## src/rtl/sort_drain.sv

```systemverilog
// Captures one sorted burst into a local buffer and replays it over valid/ready with a last marker.
// Optional SORT_DRAIN_ORDER_CHECK_EN builds a non-decreasing order checker on captured words.
module sort_drain #(
  parameter int SIZE  = 8,
  parameter int WIDTH = 32
) (
  input  logic             clk,
  input  logic             rst,
  input  logic [WIDTH-1:0] d,
  input  logic             d_valid,
  output logic             busy,
  output logic [WIDTH-1:0] q,
  output logic             q_valid,
  input  logic             q_ready,
  output logic             q_last,
  output logic             overflow,
  output logic             order_err
);

  localparam int AW = $clog2(SIZE);
  localparam int CW = AW + 1;

  typedef enum logic [1:0] {
    S_IDLE,
    S_CAPTURE,
    S_DRAIN
  } state_e;

  state_e                     state_q, state_d;
  logic [CW-1:0]              wcnt_q, wcnt_d;
  logic [CW-1:0]              rcnt_q, rcnt_d;
  logic [CW-1:0]              len_q, len_d;
  logic [WIDTH-1:0]           q_data_q, q_data_d;
  logic                       q_valid_q, q_valid_d;
  logic                       q_last_q, q_last_d;
  logic                       overflow_q, overflow_d;
  logic [SIZE-1:0][WIDTH-1:0] mem_q;
  logic                       mem_we;
  logic [AW-1:0]              mem_waddr;
  logic [AW-1:0]              ridx;

  assign ridx = rcnt_q[AW-1:0] + AW'(1);

  always_comb begin
    state_d    = state_q;
    wcnt_d     = wcnt_q;
    rcnt_d     = rcnt_q;
    len_d      = len_q;
    q_data_d   = q_data_q;
    q_valid_d  = q_valid_q;
    q_last_d   = q_last_q;
    overflow_d = overflow_q;
    mem_we     = 1'b0;
    mem_waddr  = '0;
    case (state_q)
      S_IDLE: begin
        if (d_valid) begin
          mem_we    = 1'b1;
          mem_waddr = '0;
          wcnt_d    = CW'(1);
          state_d   = S_CAPTURE;
        end
      end
      S_CAPTURE: begin
        if (d_valid) begin
          if (wcnt_q < CW'(SIZE)) begin
            mem_we    = 1'b1;
            mem_waddr = wcnt_q[AW-1:0];
            wcnt_d    = wcnt_q + CW'(1);
          end else begin
            overflow_d = 1'b1;
          end
        end else begin
          // Burst ended: present the first word right away so the drain runs at full rate.
          len_d     = wcnt_q;
          q_data_d  = mem_q[0];
          q_valid_d = 1'b1;
          q_last_d  = (wcnt_q == CW'(1));
          rcnt_d    = '0;
          state_d   = S_DRAIN;
        end
      end
      S_DRAIN: begin
        if (d_valid) overflow_d = 1'b1;
        if (q_valid_q && q_ready) begin
          if (rcnt_q == len_q - CW'(1)) begin
            q_valid_d = 1'b0;
            q_last_d  = 1'b0;
            q_data_d  = '0;
            state_d   = S_IDLE;
          end else begin
            q_data_d = mem_q[ridx];
            q_last_d = ((rcnt_q + CW'(2)) == len_q);
            rcnt_d   = rcnt_q + CW'(1);
          end
        end
      end
      default: state_d = S_IDLE;
    endcase
  end

  always_ff @(posedge clk) begin
    if (rst) begin
      state_q    <= S_IDLE;
      wcnt_q     <= '0;
      rcnt_q     <= '0;
      len_q      <= '0;
      q_data_q   <= '0;
      q_valid_q  <= 1'b0;
      q_last_q   <= 1'b0;
      overflow_q <= 1'b0;
    end else begin
      state_q    <= state_d;
      wcnt_q     <= wcnt_d;
      rcnt_q     <= rcnt_d;
      len_q      <= len_d;
      q_data_q   <= q_data_d;
      q_valid_q  <= q_valid_d;
      q_last_q   <= q_last_d;
      overflow_q <= overflow_d;
    end
  end

  // Buffer contents are don't-care after reset, so no reset term here.
  always_ff @(posedge clk) begin
    if (mem_we) mem_q[mem_waddr] <= d;
  end

`ifdef SORT_DRAIN_ORDER_CHECK_EN
  logic [WIDTH-1:0] prev_q, prev_d;
  logic             order_err_q, order_err_d;

  always_comb begin
    prev_d      = prev_q;
    order_err_d = order_err_q;
    if (mem_we) begin
      prev_d = d;
      if ((state_q == S_CAPTURE) && (d < prev_q)) order_err_d = 1'b1;
    end
  end

  always_ff @(posedge clk) begin
    if (rst) begin
      prev_q      <= '0;
      order_err_q <= 1'b0;
    end else begin
      prev_q      <= prev_d;
      order_err_q <= order_err_d;
    end
  end

  assign order_err = order_err_q;
`else
  assign order_err = 1'b0;
`endif

  assign busy     = (state_q != S_IDLE);
  assign q        = q_data_q;
  assign q_valid  = q_valid_q;
  assign q_last   = q_last_q;
  assign overflow = overflow_q;

endmodule
```

## config.mk

```make
export PLATFORM = sky130hd
export DESIGN_NAME = sort_drain
export DESIGN_NICKNAME = d
export VERILOG_FILES = /design/src/rtl/sort_drain.sv
export SDC_FILE = /design/constraint.sdc
export NUM_CORES = 1
export LEC_CHECK = 0
export CAP_MARGIN = 20
export CORE_ASPECT_RATIO = 0.9
export CORE_MARGIN = 2
export CORE_UTILIZATION = 60
export CTS_BUF_LIST = sky130_fd_sc_hd__clkbuf_8
export DETAILED_ROUTE_END_ITERATION = 12
export GPL_ROUTABILITY_DRIVEN = 0
export PLACE_DENSITY = 0.8
export SLEW_MARGIN = 10
export SYNTH_ARGS = -nofsm -noshare
export SYNTH_HDL_FRONTEND = slang
export SYNTH_SLANG_ARGS = --single-unit
```

## constraint.sdc

```tcl
create_clock -name clk -period 4.2 [get_ports clk]
set_input_delay 0.42 -clock clk [delete_from_list [all_inputs] [get_ports clk]]
set_output_delay 0.42 -clock clk [all_outputs]
set_load 0.01 [all_outputs]
```

**Yosys cells after proc, flatten, opt, wreduce, memory -nomap -nowiden**

Index checks and enable logic that the tools add are counted.
Widths: inputs -> output; s select.

- Register bits: 305
- Input port bits: 36
- Logic and storage cells: 94

- $add $sub $neg: 5
- Magnitude comparators: 4
- Equal/unequal tests: 14
- Muxes and demuxes: 41
- Bitwise logic cells: 1
- Reductions and logical operators: 13

Operators with widths:

| cell | number |
|---|---|
| $bwmux 256 | 1 |
| $mux 32 | 5 |
| $bmux 32 s3 | 1 |
| $demux 32 s3 | 1 |
| $pmux 32 s2 | 1 |
| $mux 4 | 6 |
| $reduce_and 4->1 | 5 |
| $ne 2x2->1 const B | 9 |
| $pmux 4 s2 | 2 |
| $mux 1 | 12 |
| $mux 3 | 3 |
| $add 4x1->4 const B | 2 |
| $eq 4x4->1 | 2 |
| $lt 3x4->1 const B | 2 |
| $mux 2 | 4 |
| $pmux 1 s2 | 4 |
| $pmux 2 s3 | 1 |
| $reduce_bool 2->1 | 3 |
| $add 4x2->4 const B | 1 |
| $eq 4x1->1 const B | 1 |
| $lt 4x4->1 const B | 1 |
| $sub 4x1->4 const B | 1 |
| $add 3x1->3 const B | 1 |
| $ge 3x1->1 const B | 1 |
| 7 further kinds | 8 |

**Logic depth before layout (Yosys ltp)**

- Depth in word-level cells: 9
- Depth in mapped cells: 8

**Worst setup path before layout**

Ideal clock, no wire load.

- Kind: input-to-reg
- From: in d_valid
- To: reg mem_q[32] (netlist bit), enable pin
- Setup time: 461 ps
- Arrival: 3,140 ps
- Path slack: 599 ps
- Stages: 5
- Buffers on the path: 0
- Cells stage by stage: nor2b_1 nand2_1 nor2_1 nand2_1 nor3_1

- Word-level cells in the longest chain between the ends: 2
- Elaborated cells between the ends (all ways): 3

RTL lines:

| item | RTL line | RTL |
|---|---|---|
| from (decl) | 10 | `input logic d_valid,` |
| $mux 1 (on tied branches) | 65, 57 |  |
| $pmux 1 s2 (*) | 55 | `case (state_q)` |
| to (signal, indexed assignment) | 126 | `if (mem_we) mem_q[mem_waddr] <= d;` |
| to (decl) | 37 | `logic [SIZE-1:0][WIDTH-1:0] mem_q;` |

Mark *: on every way between the ends. The rest lies on a longest branch, timed or not.
A chain may end at the register's enable or synchronous reset.

**Worst setup path after layout**

- From: reg rcnt_q[0]
- To: reg q_data_q[17], in the netlist q[17]

- Word-level cells in the longest chain between the ends: 6
- Elaborated cells between the ends (all ways): 7

RTL lines:

| item | RTL line | RTL |
|---|---|---|
| from (decl) | 31 | `logic [CW-1:0] rcnt_q, rcnt_d;` |
| from (signal assigned) | 115 | `rcnt_q <= rcnt_d;` |
| $add 3x1->3 | 42 | `assign ridx = rcnt_q[AW-1:0] + AW'(1);` |
| $bmux 32 s3 | 92 | `q_data_d = mem_q[ridx];` |
| $mux 32 (implied by the code) | 92 |  |
| $mux 32 (*) | 86 | `if (rcnt_q == len_q - CW'(1)) begin` |
| $mux 32 (*) | 85 | `if (q_valid_q && q_ready) begin` |
| $pmux 32 s2 (*) | 55 |  |
| to (signal assigned) | 117 | `q_data_q <= q_data_d;` |
| to (decl) | 33 | `logic [WIDTH-1:0] q_data_q, q_data_d;` |

Mark *: on every way between the ends. The rest lies on a longest branch, timed or not. The select of a mux whose other input is x is not followed.

==> summary.md <==
| Metric | Value |
|---|---|
| Clock sinks | `~310` |
| Pwr dens | `436 nW/µm²` |
| Reg2Reg Setup Slack | `1360 ps` |
| Hold_buf cts | `0` |
| Avg Synthesized Cell Area | `18.7 µm²` |
| Die width | `~150 µm` |
| Setup TNS | `0 ps` |
| Layout Utilization | `0.713` |
| RR Startpoint | `rcnt_q[0]$_SDFFE_PP0P_` |
| Final setup skew | `21.4 ps` |
| Final hold vios | `0` |
| Critical Path RT | `4620 ps` |
| Vias per cell | `around 6` |
| Critical Path Source Type | `flop` |
| Core Rows | `49` |
| Seq cells post-synth | `305` |
| TritonCTS buffer count | `47` |
| Placeable Area | `approximately 20000 µm²` |
| Count of final max-slew check failures | `0` |
| DP HPWL | `approximately 14000 µm` |
| Design Area, Final | `about 14000 µm²` |
| Critical Path Start | `rcnt_q[0]$_SDFFE_PP0P_` |
| Syn_nets | `684` |
| Critical path class | `flop to flop` |
| Top FF cell, synth | `edfxtp_1` |
| DRC errors left | `0` |
| Number of routed nets with antenna violations | `0` |
| Critical path's slowest cell | `ha_2` |
| Fmax | `0.352 GHz` |
| Largest net degree at the start of global routing | `56` |
| Maximum clock path buffer count | `3` |
| Reg clk slew, reported paths | `around 60 ps` |
| First-pass GRT wire length | `approximately 38000 µm` |
| Port buffer count | `around 70` |
| Crit end category | `flop` |
| Setup violations, final | `0` |
| P&R area growth vs syn | `17.3%` |
| Post-Synthesis Cells | `643` |
| Initial antenna violation count | `0` |
| Initial Util | `0.608` |
| Die Ht | `138 µm` |
| Placed cell area | `13100 µm²` |
| HP Class | `input port to flop` |
| IO Pins | `73` |
| Clock latency on the worst-skew pair | `560 ps` |
| Final non-filler cell total | `1035` |
| Nets | `782` |
| DRT Wirelength | `24500 µm` |
| Die area | `about 21000 µm²` |
| Worst Max-Slew Pin Slew | `912 ps` |
| Status | `finished, final reports clean` |
| Resize count post-CTS | `0` |
| CTS tree | `yes` |
| Arr. time, crit path | `3260 ps` |
| Setup Buffers After CTS | `0` |
| Number of global-route vias before repair | `6610` |
| Via count | `between 6000 and 7000` |
| RSZ-0062 raised after global routing | `no` |
| Hold path depth | `2` |
| Synth Cell Area | `around 12000 µm²` |
| Fin crit period | `2840 ps` |
| Async S/R FF share, synth | `0` |
| Grt ovf | `0` |
| Max-cap viol count | `0` |
| Reg2Reg Depth | `6` |
| Post-synthesis sequential area ratio | `0.720` |
| Number of synthesis warnings | `0` |
| CTS HTree Levels | `2` |
| Routed length per placed instance | `~24 µm` |
| Synth unique cells | `between 40 and 50` |
| Maximum vdd ir drop | `around 0.32 mV` |
| Proportion of layout cells with a drive suffix above 1 | `0.290` |
| Final worst-path cycle share | `0.676` |
| Placed cell count | `945` |
| CP max FO | `27` |
| Tot GR Track Use | `0.238` |
| Drt pass-1 iters | `5` |
| # diodes | `0` |
| Min-delay src | `rst` |
| Slew HR | `0.392` |
| Leak Pwr | `4.50 nW` |
| Overall Power | `6.15 mW` |
| Critical path's largest stage delay | `880 ps` |
| Starting DRT DRC Count | `673` |
| Fillers | `1195` |
| Post-synth EDFFs | `256` |
| Crit-path cells | `ha_2 -> buf_4 -> mux4_2 -> mux2_2 -> a221oi_2 -> nor3_1` |
| Root Driver | `clkbuf_8` |
## layer usage
metal,global-route usage,up-vias,share of wire
met5,0,-,0
met3,0.0476,44,0.085
met1,0.350,3241,0.42
met4,0.0741,0,0.020
met2,0.367,294,0.47
li1,-,2793,-
## final cells by class
type	count	area (µm²)	share of cell area
clock buffers	52	716	0.0507
clock inverters	36	265	0.0188
inverters	6	22.5	0.00159
multi-input cells	290	3210	0.228
flip-flops and latches	305	8670	0.614
well taps	255	319	0.0226
repair buffers	91	913	0.0647
## critical path, delay by kind of cell (launching register included)
family / cells / cell delay [ps]
AO/OA/AOI/OAI: 1 / 310
adder cells (fa/ha/maj): 1 / 880
buffers and inverters: 1 / 370
flip-flops: 1 / 430
multiplexers: 2 / 630
AND/OR/NAND/NOR: 1 / 70
## Yosys cell counts, types with 6 or more instances
| cell | instances | area (µm²) |
|---|---|---|
| a221oi_2 | 20 | 300 |
| a221oi_1 | 12 | 105 |
| mux2_2 | 32 | 360 |
| nor2_1 | 54 | 203 |
| dfxtp_1 | 49 | 981 |
| clkbuf_1 | 14 | 52.6 |
| edfxtp_1 | 256 | 7690 |
| nor3_1 | 39 | 195 |
| nand2_1 | 13 | 48.8 |
| buf_1 | 7 | 26.3 |
| inv_1 | 6 | 22.5 |
| nand2b_1 | 6 | 37.5 |
| mux4_2 | 64 | 1440 |
| a21oi_1 | 9 | 45.0 |
| buf_2 | 15 | 75.1 |
## metrics by stage
step | setup slack (ps) | hold WS, ps
after floorplan | 599 | 482
after global placement | 1150 | 452
after detailed placement | 1030 | 479
after CTS | 1230 | 497
after global routing | 1210 | 304
final | 1360 | 303
## placed cells by master, fill, tap and decap left out, types with 8 or more instances in the layout
cell / instances
inv_1: 19
a221oi_2: 20
a21oi_1: 8
mux4_2: 64
a221oi_1: 12
clkinv_2: 10
nor2_1: 48
clkdlybuf4s50_1: 70
edfxtp_1: 256
mux2_2: 32
nand2_1: 13
buf_4: 16
dfxtp_1: 48
clkbuf_8: 52
nor3_1: 38
## final timing paths
path,endpoint
worst max-delay path,q[17]$_SDFFE_PP0P_
worst min-delay path,wcnt_q[1]$_SDFFE_PP0P_
worst max register to register,q[17]$_SDFFE_PP0P_
worst min register to register,overflow$_SDFFE_PP0P_
## flip-flops by register name (all words and copies together), names as in the netlist
name      count
len_q         4
mem_q       256
overflow      1
q            32
q_last        1
q_valid       1
rcnt_q        4
state_q       2
wcnt_q        4
## power by group
group          internal, mW  total, mW  switching, mW
Sequential             3.33       3.36         0.0314
Clock                  1.40       2.52           1.12
Combinational         0.117      0.272          0.154
## kinds of logic after synthesis
group | after synthesis | synth area share
other | 1 | 0.000311
AOI/OAI and AO/OA | 50 | 0.0437
DFF | 305 | 0.720
xor gates and xnor gates | 9 | 0.00779
and+or+nand+nor | 124 | 0.0474
adders and majority gates | 5 | 0.00520
buffers and inverters | 48 | 0.0218
muxes | 101 | 0.154
Power figures use the tool's default switching activity.
